[src/rtl/id_stage_pkg.sv]
// ---------------------------------------------------------------------------
// id_stage_pkg
// Shared definitions for the RV32I decode stage: register-index width,
// the base-ISA major opcodes, the immediate-format enumeration, and a
// helper that maps an opcode onto its immediate format.
// ---------------------------------------------------------------------------
package id_stage_pkg;

    localparam int REG_IDX_W = 5;

    localparam logic [6:0] OPC_LUI    = 7'b0110111;
    localparam logic [6:0] OPC_AUIPC  = 7'b0010111;
    localparam logic [6:0] OPC_JAL    = 7'b1101111;
    localparam logic [6:0] OPC_JALR   = 7'b1100111;
    localparam logic [6:0] OPC_BRANCH = 7'b1100011;
    localparam logic [6:0] OPC_LOAD   = 7'b0000011;
    localparam logic [6:0] OPC_STORE  = 7'b0100011;
    localparam logic [6:0] OPC_OP_IMM = 7'b0010011;
    localparam logic [6:0] OPC_OP     = 7'b0110011;

    typedef enum logic [2:0] {
        IMM_NONE,
        IMM_I,
        IMM_S,
        IMM_B,
        IMM_U,
        IMM_J
    } imm_fmt_e;

    // R-type and unrecognised opcodes carry no immediate.
    function automatic imm_fmt_e imm_fmt_of(input logic [6:0] opcode);
        imm_fmt_e fmt;
        case (opcode)
            OPC_JALR, OPC_LOAD, OPC_OP_IMM: fmt = IMM_I;
            OPC_STORE:                      fmt = IMM_S;
            OPC_BRANCH:                     fmt = IMM_B;
            OPC_LUI, OPC_AUIPC:             fmt = IMM_U;
            OPC_JAL:                        fmt = IMM_J;
            default:                        fmt = IMM_NONE;
        endcase
        return fmt;
    endfunction

endpackage

[src/rtl/id_stage_imm_gen.sv]
// ---------------------------------------------------------------------------
// imm_gen
// Combinational RV32I immediate decoder. Extracts the I/S/B/U/J immediate
// from an instruction word and sign-extends it to N bits; yields 0 for
// R-type and unknown opcodes.
//   instr  in  32  instruction word
//   imm    out N   sign-extended immediate
// ---------------------------------------------------------------------------
module imm_gen
    import id_stage_pkg::*;
#(
    parameter int N = 32
) (
    input  logic [31:0]  instr,
    output logic [N-1:0] imm
);

    imm_fmt_e    fmt;
    logic [31:0] imm32;

    always_comb begin
        fmt   = imm_fmt_of(instr[6:0]);
        imm32 = 32'd0;
        case (fmt)
            IMM_I: imm32 = {{20{instr[31]}}, instr[31:20]};
            IMM_S: imm32 = {{20{instr[31]}}, instr[31:25], instr[11:7]};
            IMM_B: imm32 = {{19{instr[31]}}, instr[31], instr[7],
                            instr[30:25], instr[11:8], 1'b0};
            IMM_U: imm32 = {instr[31:12], 12'd0};
            IMM_J: imm32 = {{11{instr[31]}}, instr[31], instr[19:12],
                            instr[20], instr[30:21], 1'b0};
            default: imm32 = 32'd0;
        endcase
    end

    // Sign-extending cast: bit 31 of the 32-bit form is the sign for every format.
    assign imm = N'($signed(imm32));

endmodule

[src/rtl/id_stage.sv]
// ---------------------------------------------------------------------------
// id_stage
// RV32I instruction-decode stage with a register scoreboard, write-back
// operand bypass and a single output register toward execute.
//   clk, rst_n                      clock, asynchronous active-low reset
//   if_valid/if_instr/if_pc/if_ready  fetch handshake and payload
//   rf_rs1/rf_rs2, rf_rdata1/2      register file read addresses / data
//   wb_we/wb_rd/wb_data             write-back port (also writes the RF)
//   flush                           drop held instruction, clear scoreboard
//   ex_valid/ex_ready               execute handshake
//   ex_pc/ex_instr/ex_rs1_data/ex_rs2_data/ex_imm/ex_rd/ex_rd_we  payload
// ---------------------------------------------------------------------------
module id_stage
    import id_stage_pkg::*;
#(
    parameter int N = 32
) (
    input  logic                 clk,
    input  logic                 rst_n,
    input  logic                 if_valid,
    input  logic [31:0]          if_instr,
    input  logic [N-1:0]         if_pc,
    output logic                 if_ready,
    output logic [REG_IDX_W-1:0] rf_rs1,
    output logic [REG_IDX_W-1:0] rf_rs2,
    input  logic [N-1:0]         rf_rdata1,
    input  logic [N-1:0]         rf_rdata2,
    input  logic                 wb_we,
    input  logic [REG_IDX_W-1:0] wb_rd,
    input  logic [N-1:0]         wb_data,
    input  logic                 flush,
    output logic                 ex_valid,
    input  logic                 ex_ready,
    output logic [N-1:0]         ex_pc,
    output logic [31:0]          ex_instr,
    output logic [N-1:0]         ex_rs1_data,
    output logic [N-1:0]         ex_rs2_data,
    output logic [N-1:0]         ex_imm,
    output logic [REG_IDX_W-1:0] ex_rd,
    output logic                 ex_rd_we
);

    logic [6:0]           opcode;
    logic [REG_IDX_W-1:0] rs1;
    logic [REG_IDX_W-1:0] rs2;
    logic [REG_IDX_W-1:0] rd;
    logic                 uses_rs1;
    logic                 uses_rs2;
    logic                 rd_we;
    logic                 hazard;
    logic                 accept;
    logic [N-1:0]         imm;
    logic [N-1:0]         rs1_data;
    logic [N-1:0]         rs2_data;
    logic [31:0]          busy_reg;
    logic [31:0]          busy_next;

    assign opcode = if_instr[6:0];
    assign rs1    = if_instr[19:15];
    assign rs2    = if_instr[24:20];
    assign rd     = if_instr[11:7];
    assign rf_rs1 = rs1;
    assign rf_rs2 = rs2;

    // Register usage classification by major opcode.
    always_comb begin
        uses_rs1 = 1'b0;
        uses_rs2 = 1'b0;
        rd_we    = 1'b0;
        case (opcode)
            OPC_LUI, OPC_AUIPC, OPC_JAL: rd_we = 1'b1;
            OPC_JALR, OPC_LOAD, OPC_OP_IMM: begin
                uses_rs1 = 1'b1;
                rd_we    = 1'b1;
            end
            OPC_BRANCH, OPC_STORE: begin
                uses_rs1 = 1'b1;
                uses_rs2 = 1'b1;
            end
            OPC_OP: begin
                uses_rs1 = 1'b1;
                uses_rs2 = 1'b1;
                rd_we    = 1'b1;
            end
            default: ;
        endcase
        // x0 is never a real destination.
        if (rd == '0) begin
            rd_we = 1'b0;
        end
    end

    imm_gen #(.N(N)) u_imm_gen (
        .instr (if_instr),
        .imm   (imm)
    );

    // A register whose write is retiring this very cycle is no longer a
    // hazard: its value arrives through the bypass below.
    always_comb begin
        hazard = 1'b0;
        if (uses_rs1 && busy_reg[rs1] && !(wb_we && wb_rd == rs1)) hazard = 1'b1;
        if (uses_rs2 && busy_reg[rs2] && !(wb_we && wb_rd == rs2)) hazard = 1'b1;
        if (rd_we    && busy_reg[rd]  && !(wb_we && wb_rd == rd))  hazard = 1'b1;
    end

    assign if_ready = (!ex_valid || ex_ready) && !hazard && !flush;
    assign accept   = if_valid && if_ready;

    // Operand bypass from write-back; x0 always reads as zero.
    always_comb begin
        rs1_data = rf_rdata1;
        rs2_data = rf_rdata2;
        if (rs1 == '0)                  rs1_data = '0;
        else if (wb_we && wb_rd == rs1) rs1_data = wb_data;
        if (rs2 == '0)                  rs2_data = '0;
        else if (wb_we && wb_rd == rs2) rs2_data = wb_data;
    end

    // Scoreboard next state, one bit per architectural register. A set from
    // an accept beats a clear from write-back on the same register.
    assign busy_next[0] = 1'b0;
    generate
        for (genvar gi = 1; gi < 32; gi++) begin : g_busy
            logic set_bit;
            logic clr_bit;
            assign set_bit = accept && rd_we && (rd == REG_IDX_W'(gi));
            assign clr_bit = wb_we && (wb_rd == REG_IDX_W'(gi));
            assign busy_next[gi] = !flush && (set_bit || (busy_reg[gi] && !clr_bit));
        end
    endgenerate

    always_ff @(posedge clk or negedge rst_n) begin
        if (!rst_n) begin
            busy_reg <= '0;
        end else begin
            busy_reg <= busy_next;
        end
    end

    // Output register toward execute; payload only changes on an accept,
    // so it stays stable while execute is stalled.
    always_ff @(posedge clk or negedge rst_n) begin
        if (!rst_n) begin
            ex_valid    <= 1'b0;
            ex_pc       <= '0;
            ex_instr    <= '0;
            ex_rs1_data <= '0;
            ex_rs2_data <= '0;
            ex_imm      <= '0;
            ex_rd       <= '0;
            ex_rd_we    <= 1'b0;
        end else if (flush) begin
            ex_valid <= 1'b0;
        end else if (accept) begin
            ex_valid    <= 1'b1;
            ex_pc       <= if_pc;
            ex_instr    <= if_instr;
            ex_rs1_data <= rs1_data;
            ex_rs2_data <= rs2_data;
            ex_imm      <= imm;
            ex_rd       <= rd;
            ex_rd_we    <= rd_we;
        end else if (ex_ready) begin
            ex_valid <= 1'b0;
        end
    end

endmodule

[config.mk]
export PLATFORM = sky130hd
export DESIGN_NAME = id_stage
export DESIGN_NICKNAME = d
export VERILOG_FILES = /design/src/rtl/id_stage_pkg.sv /design/src/rtl/id_stage_imm_gen.sv /design/src/rtl/id_stage.sv
export SDC_FILE = /design/constraint.sdc
export NUM_CORES = 1
export LEC_CHECK = 0
export ABC_AREA = 1
export CAP_MARGIN = 20
export CORE_MARGIN = 2
export CORE_UTILIZATION = 46
export CTS_BUF_LIST = sky130_fd_sc_hd__clkbuf_16
export DETAILED_ROUTE_END_ITERATION = 7
export HOLD_SLACK_MARGIN = 0.06
export PLACE_DENSITY = 0.92
export SLEW_MARGIN = 20
export SYNTH_ARGS = -nofsm -noshare
export SYNTH_HDL_FRONTEND = slang
export SYNTH_SLANG_ARGS = --single-unit
[constraint.sdc]
create_clock -name clk -period 2.4 [get_ports clk]
set_input_delay 0.48 -clock clk [delete_from_list [all_inputs] [get_ports clk]]
set_output_delay 0.48 -clock clk [all_outputs]
set_load 0.005 [all_outputs]
# Word-level counts from Yosys, hierarchy flattened
# Index checks and enable logic that the tools add are counted.
# totals
ff_bits	198
latch_bits	0
ramBits	0
rom_bits	0
in_bits	171
output_inout_bits	178
word_cells	330
n_memories	0
# classes
addsub	0
multipliers	0
n_div	0
magnitude_cmp	3
n_eq_ne	79
n_shift	0
n_mux	22
n_bitwise	1
n_reduce_logical	216
# ops
op	count
5-bit == test (second input constant)	32
32-bit one-hot mux with 5 select lines	1
1-bit logical AND	137
32-bit two-way mux	4
5-bit by 4-bit == test with 1-bit output (second input constant)	16
5-bit by 3-bit == test with 1-bit output (second input constant)	8
1-bit logical NOT	37
1-bit logical OR	32
7-bit by 6-bit == test with 1-bit output (second input constant)	3
7-bit == test (second input constant)	3
5-bit by 2-bit == test with 1-bit output (second input constant)	4
5-bit by 6-bit less-than comparator with 1-bit output (second input constant)	3
1-bit binary-select mux with 5-bit select	3
5-bit == test	3
5-bit logical NOT	3
3-bit one-hot mux with 5 select lines	1
7-bit by 5-bit == test with 1-bit output (second input constant)	2
1-bit two-way mux	13
5-bit by 1-bit == test with 1-bit output (second input constant)	2
7-bit by 2-bit == test with 1-bit output (second input constant)	1
7-bit OR reduction	1
3-bit by 2-bit == test with 1-bit output (second input constant)	2
3-bit == test (second input constant)	2
3-bit OR reduction	2
6 further kinds	6

# Longest topological paths before layout
# logic_depth
word_depth	16
mapped_depth	18
ltp_nobuf	15

# Modules after synthesis
# From an unflattened synthesis, not the netlist that was laid out.
# unflattened
cells_unflattened	1570
area_unflattened_um2	11175.7
# modules_own_cells
mod	instances	cells_each	area_per_inst_um2	seq_area_each_um2
id_stage	1	1408	10436.3	4829.6
imm_gen	1	162	739.5	0.0

# Worst setup path after synthesis
# Ideal clock, no wire load.
# synth_path
kind	input -> output
start	input if_instr[15]
end	output if_ready
arrival_time_ps	1646
required_time_ps	1920
slack_ps	274
cell_stages	12
n_path_buf	3
path_cell_list	buf_2 -> buf_2 -> nand2_1 -> nand3_1 -> nand3_1 -> nand3_1 -> nand2_1 -> nand2_1 -> nand3_1 -> nand3_1 -> nor2_4 -> buf_2
# synth_between
elab_chain_len	10
word_cells_on_any_way	13
classes_between	eq/ne: 1; mux: 5; reduce/logical: 7
# synth_rtl
item	line_no	text
start, declared	id_stage.sv:21	input logic [31:0] if_instr,
1-bit binary-select mux with 5-bit select or 5-bit == test (tied branches)	id_stage.sv:102	if (uses_rs1 && busy_reg[rs1] && !(wb_we && wb_rd == rs1)) hazard = 1'b1;
1-bit two-way mux (implied by the code) or 1-bit logical AND (tied branches)	id_stage.sv:102	
1-bit logical AND or 1-bit logical NOT (tied branches)	id_stage.sv:102	
1-bit logical AND (*)	id_stage.sv:102	
1-bit two-way mux (*)	id_stage.sv:102	
1-bit two-way mux (*)	id_stage.sv:103	if (uses_rs2 && busy_reg[rs2] && !(wb_we && wb_rd == rs2)) hazard = 1'b1;
1-bit two-way mux (*)	id_stage.sv:104	if (rd_we && busy_reg[rd] && !(wb_we && wb_rd == rd)) hazard = 1'b1;
1-bit logical NOT (*)	id_stage.sv:107	assign if_ready = (!ex_valid || ex_ready) && !hazard && !flush;
1-bit logical AND (*) (2 in series)	id_stage.sv:107	
end, declared	id_stage.sv:23	output logic if_ready,
# Every way passes the cells marked *; elsewhere a longest branch is shown, timed or not. The select of a mux whose other input is x is not followed.

# Worst setup path in the final report
# layout_path
start	input if_instr[4]
end	output if_ready
# layout_between
elab_chain_len	11
word_cells_on_any_way	28
classes_between	eq/ne: 9; mux: 7; reduce/logical: 12
# layout_rtl
item	line_no	text
7-bit by 6-bit == test with 1-bit output, or another cell as far along	id_stage.sv:70	case (opcode)
6-bit OR reduction (no source line)	-	
1-bit two-way mux	id_stage.sv:70	
1-bit logical AND (2 in series)	id_stage.sv:102	
1-bit two-way mux	id_stage.sv:102	
1-bit two-way mux	id_stage.sv:103	
1-bit two-way mux (*)	id_stage.sv:104	
1-bit logical NOT (*)	id_stage.sv:107	
1-bit logical AND (*) (2 in series)	id_stage.sv:107	
# Every way passes the cells marked *; elsewhere a longest branch is shown, timed or not.

==> reports/qor.txt <==
Status: completed
Seq/Total Area, Yosys: 47.6%
Initial antenna violation count: 2
Synth top area share: 47.6%
Pre-CTS setup slack: -0.834 ns
Height of the die: 152 um
Number of max-cap violations: 0
CTS Root Cell: clkbuf_16
Reg2reg start: busy_reg[29]
Placed instance area: 14700 um^2
Mapped Nets: 1515
CP max stage cell: dlygate4sd2_1
Worst path top cell family by delay: simple AND/OR/NAND/NOR gates
Post-route ant nets: 0
Static Leak: 0.00706 uW
FFs w/ async S/R, synth: 100%
Layout cells sized above 1: 13.9%
Number of synthesized flops with an enable pin: 0
Worst-path clk slew: 0.08 ns
Gpl congestion: 1.05
First-pass GRT wire length: 62300 um
Yosys Warn Count: 0
Full die area: 23300 um^2
Hold Vio Cnt, Final: 0
Critical Path Source Type: primary input
Die W: 152 um
CTS tree: done
Final worst slack: 0.0642 ns
Row count: 54
# DRC: 0
Port bufs: 348
Pin count of the biggest net entering global routing: 65
Fin crit period: 2.34 ns
Synth cell types: 32
Slew HR: 52.5%
CP Data Required Time: 1.92 ns
TritonCTS Buffers: 17
Max-slew violation count: 0
Count of final setup violators: 0
Critical Path Source: if_instr[4]
Vias: 11.6k
Crit path cell chain: dlygate4sd2_1, inv_2, nand2_1, nor2_2, nand2_1, nand3_2, o21bai_4, nor2_1, nand3_1, nand3_2, nor2_4, buf_2
Area Growth Syn to Fin: 52.8%
Clk buf depth: 2
First DRT Iteration DRCs: 1195
Mean post-synth cell area: 7.55 um^2
Final Skew: 0.0157 ns
Final wirelength: 40600 um
Via density: 5.62
IO Pins: 349
Worst Setup End Kind: output pin
Gr ovfl total: 0
Bufs and invs on worst path: 3
Max frequency: 428 MHz
HPWL after DPL: 30100 um
Synth area leaders: dfrtp_1 48%, nand2_1 18%, o21ai_1 5.8%, o211ai_1 5.0%, inv_1 3.4%
CP peak stage delay: 0.26 ns
Worst VDD drop: 427 uV
Hold path startpoint: if_instr[1]
Seq cells post-synth: 193
CTS sink cnt: 193
Drt wl/cell: 19.7 um
R2r setup slk: 0.10 ns
Cells after DPL: 2000
Filler cell count in the final layout: 1657
Largest area contributor in the netlist: dfrtp_1
Worst min path class: primary input to register
Setup CP Type: primary input to output pin
Period utilization: 97.3%
DR pass1 iterations: 6
Clk Latency, worst-skew pair: 0.44 ns
Power density over cell area: 602 nW/um^2
Core area: 21800 um^2
Final non-filler cell area: 15500 um^2
Syn Inst Count: 1344
Starting Density: 46.6%
Net count, final: 1931
Final Non-Filler Cells: 2055
Post-synth top cells: 480 x nand2_1, 193 x dfrtp_1, 118 x o21ai_1
Worst-Margin Slew: 0.711 ns
CTS H-tree depth: 4
Vias in the first global route: 11.1k
Top FF cell, synth: dfrtp_1
GRT Util Overall: 34.3%
Register Area: 4840 um^2
CP arrival: 1.86 ns
Overall Power: 9330 uW
Count leader, synth: nand2_1
Area occupied by multi-input gates: 4530 um^2
Cell Area, Synth: 10100 um^2
Max FO, Critical Path: 3
-- where the power goes --
| part | internal, uW | switching, uW | total [uW] |
|---|---|---|---|
| Combinational | 1430 | 1130 | 2550 |
| Clock | 1400 | 1450 | 2850 |
| Sequential | 3660 | 259 | 3920 |
| Total | 6490 | 2840 | 9330 |
-- metal layers --
metal | vias up | routed length (um) | track usage [%]
met5 | - | 0 | 0
met4 | 0 | 2050 | 16.2
met3 | 136 | 4200 | 8.19
met2 | 739 | 19400 | 56.1
met1 | 5408 | 14900 | 43.2
li1 | 5275 | - | -
-- through the flow --
step           util [%]  hold WS (ns)  setup TNS (ns)
5_1_grt            71.2         0.305        -0.00190
3_5_place_dp       67.4         0.465         -135.40
6_report           71.2         0.300               0
3_3_place_gp       67.4         0.460         -135.61
2_1_floorplan         -         0.184               0
4_1_cts            71.0         0.442               0
-- logic make-up after synthesis --
kind of cell,share of synthesized area (%)
AOI/OAI and AO/OA,18.2
DFF,47.6
buffers and inverters,8.94
and+or+nand+nor,25.0
xor gates and xnor gates,0.173
-- layout by cell type (no fill, tap or decap), types with 2 or more instances in the layout --
cell,netlist,routed
buf_4,23,122
inv_1,93,84
a22oi_1,4,3
xnor2_1,2,2
dfrtp_1,193,187
dlygate4sd2_1,0,16
nand4_1,36,36
o21ai_2,0,2
nand3_1,41,36
clkinv_1,1,3
a21oi_1,48,47
nor2_4,1,6
nor2_1,65,55
o21ai_0,51,45
buf_2,41,3
buf_12,0,18
inv_6,0,7
clkinv_8,0,5
dfrtp_2,0,6
nand2_2,1,6
clkbuf_2,0,11
a2bb2oi_1,4,4
nand2_1,480,473
inv_2,7,13
o211ai_1,67,67
buf_6,1,9
o21ai_1,118,122
o211a_1,11,11
diode_2,0,2
nand3_2,0,5
nor2_2,2,7
o21bai_1,2,2
clkdlybuf4s50_1,0,318
clkbuf_16,0,17
o22ai_1,6,6
nor3_1,4,4
inv_4,0,3
-- worst register-to-register path: stages, from the launching register on --
cell,delay (ns)
dfrtp_2,0.45
buf_6,0.13
nor2_1,0.10
o21ai_0,0.08
nand2_1,0.07
nand2_1,0.05
nand2_1,0.06
o21ai_1,0.05
nand3_1,0.12
nand3_2,0.09
nor2_4,0.10
buf_4,0.14
nand2_8,0.16
inv_2,0.17
buf_12,0.19
nand3_1,0.16
nand2_1,0.11
-- path summary, 6_finish.rpt --
check                                   to  depth (start not counted)
setup reg to reg                 ex_imm[7]                         16
setup / recovery                  if_ready                         12
hold / removal                 ex_instr[1]                          3
hold reg to reg                  ex_pc[20]                          2
max in group asynchronous  ex_rs1_data[27]                          3
min in group asynchronous   ex_rs2_data[1]                          2
-- layout make-up --
class	count	area share [%]
diodes	2	0.0323
clock buffers	17	2.74
clock inverters	15	1.07
inverters	101	2.49
multi-input cells	948	29.2
flip-flops and latches	193	31.2
well taps	280	2.26
repair buffers	499	30.9
-- repair_timing --
action,4_1_cts,5_1_grt
buffers inserted,11,7
gates cloned,2,0
gates resized for setup,77,45
endpoints found under the hold margin,50,0
hold buffers,1,0
endpoints found under the setup margin,194,73
pin swaps,22,16
Power figures use the tool's default switching activity.
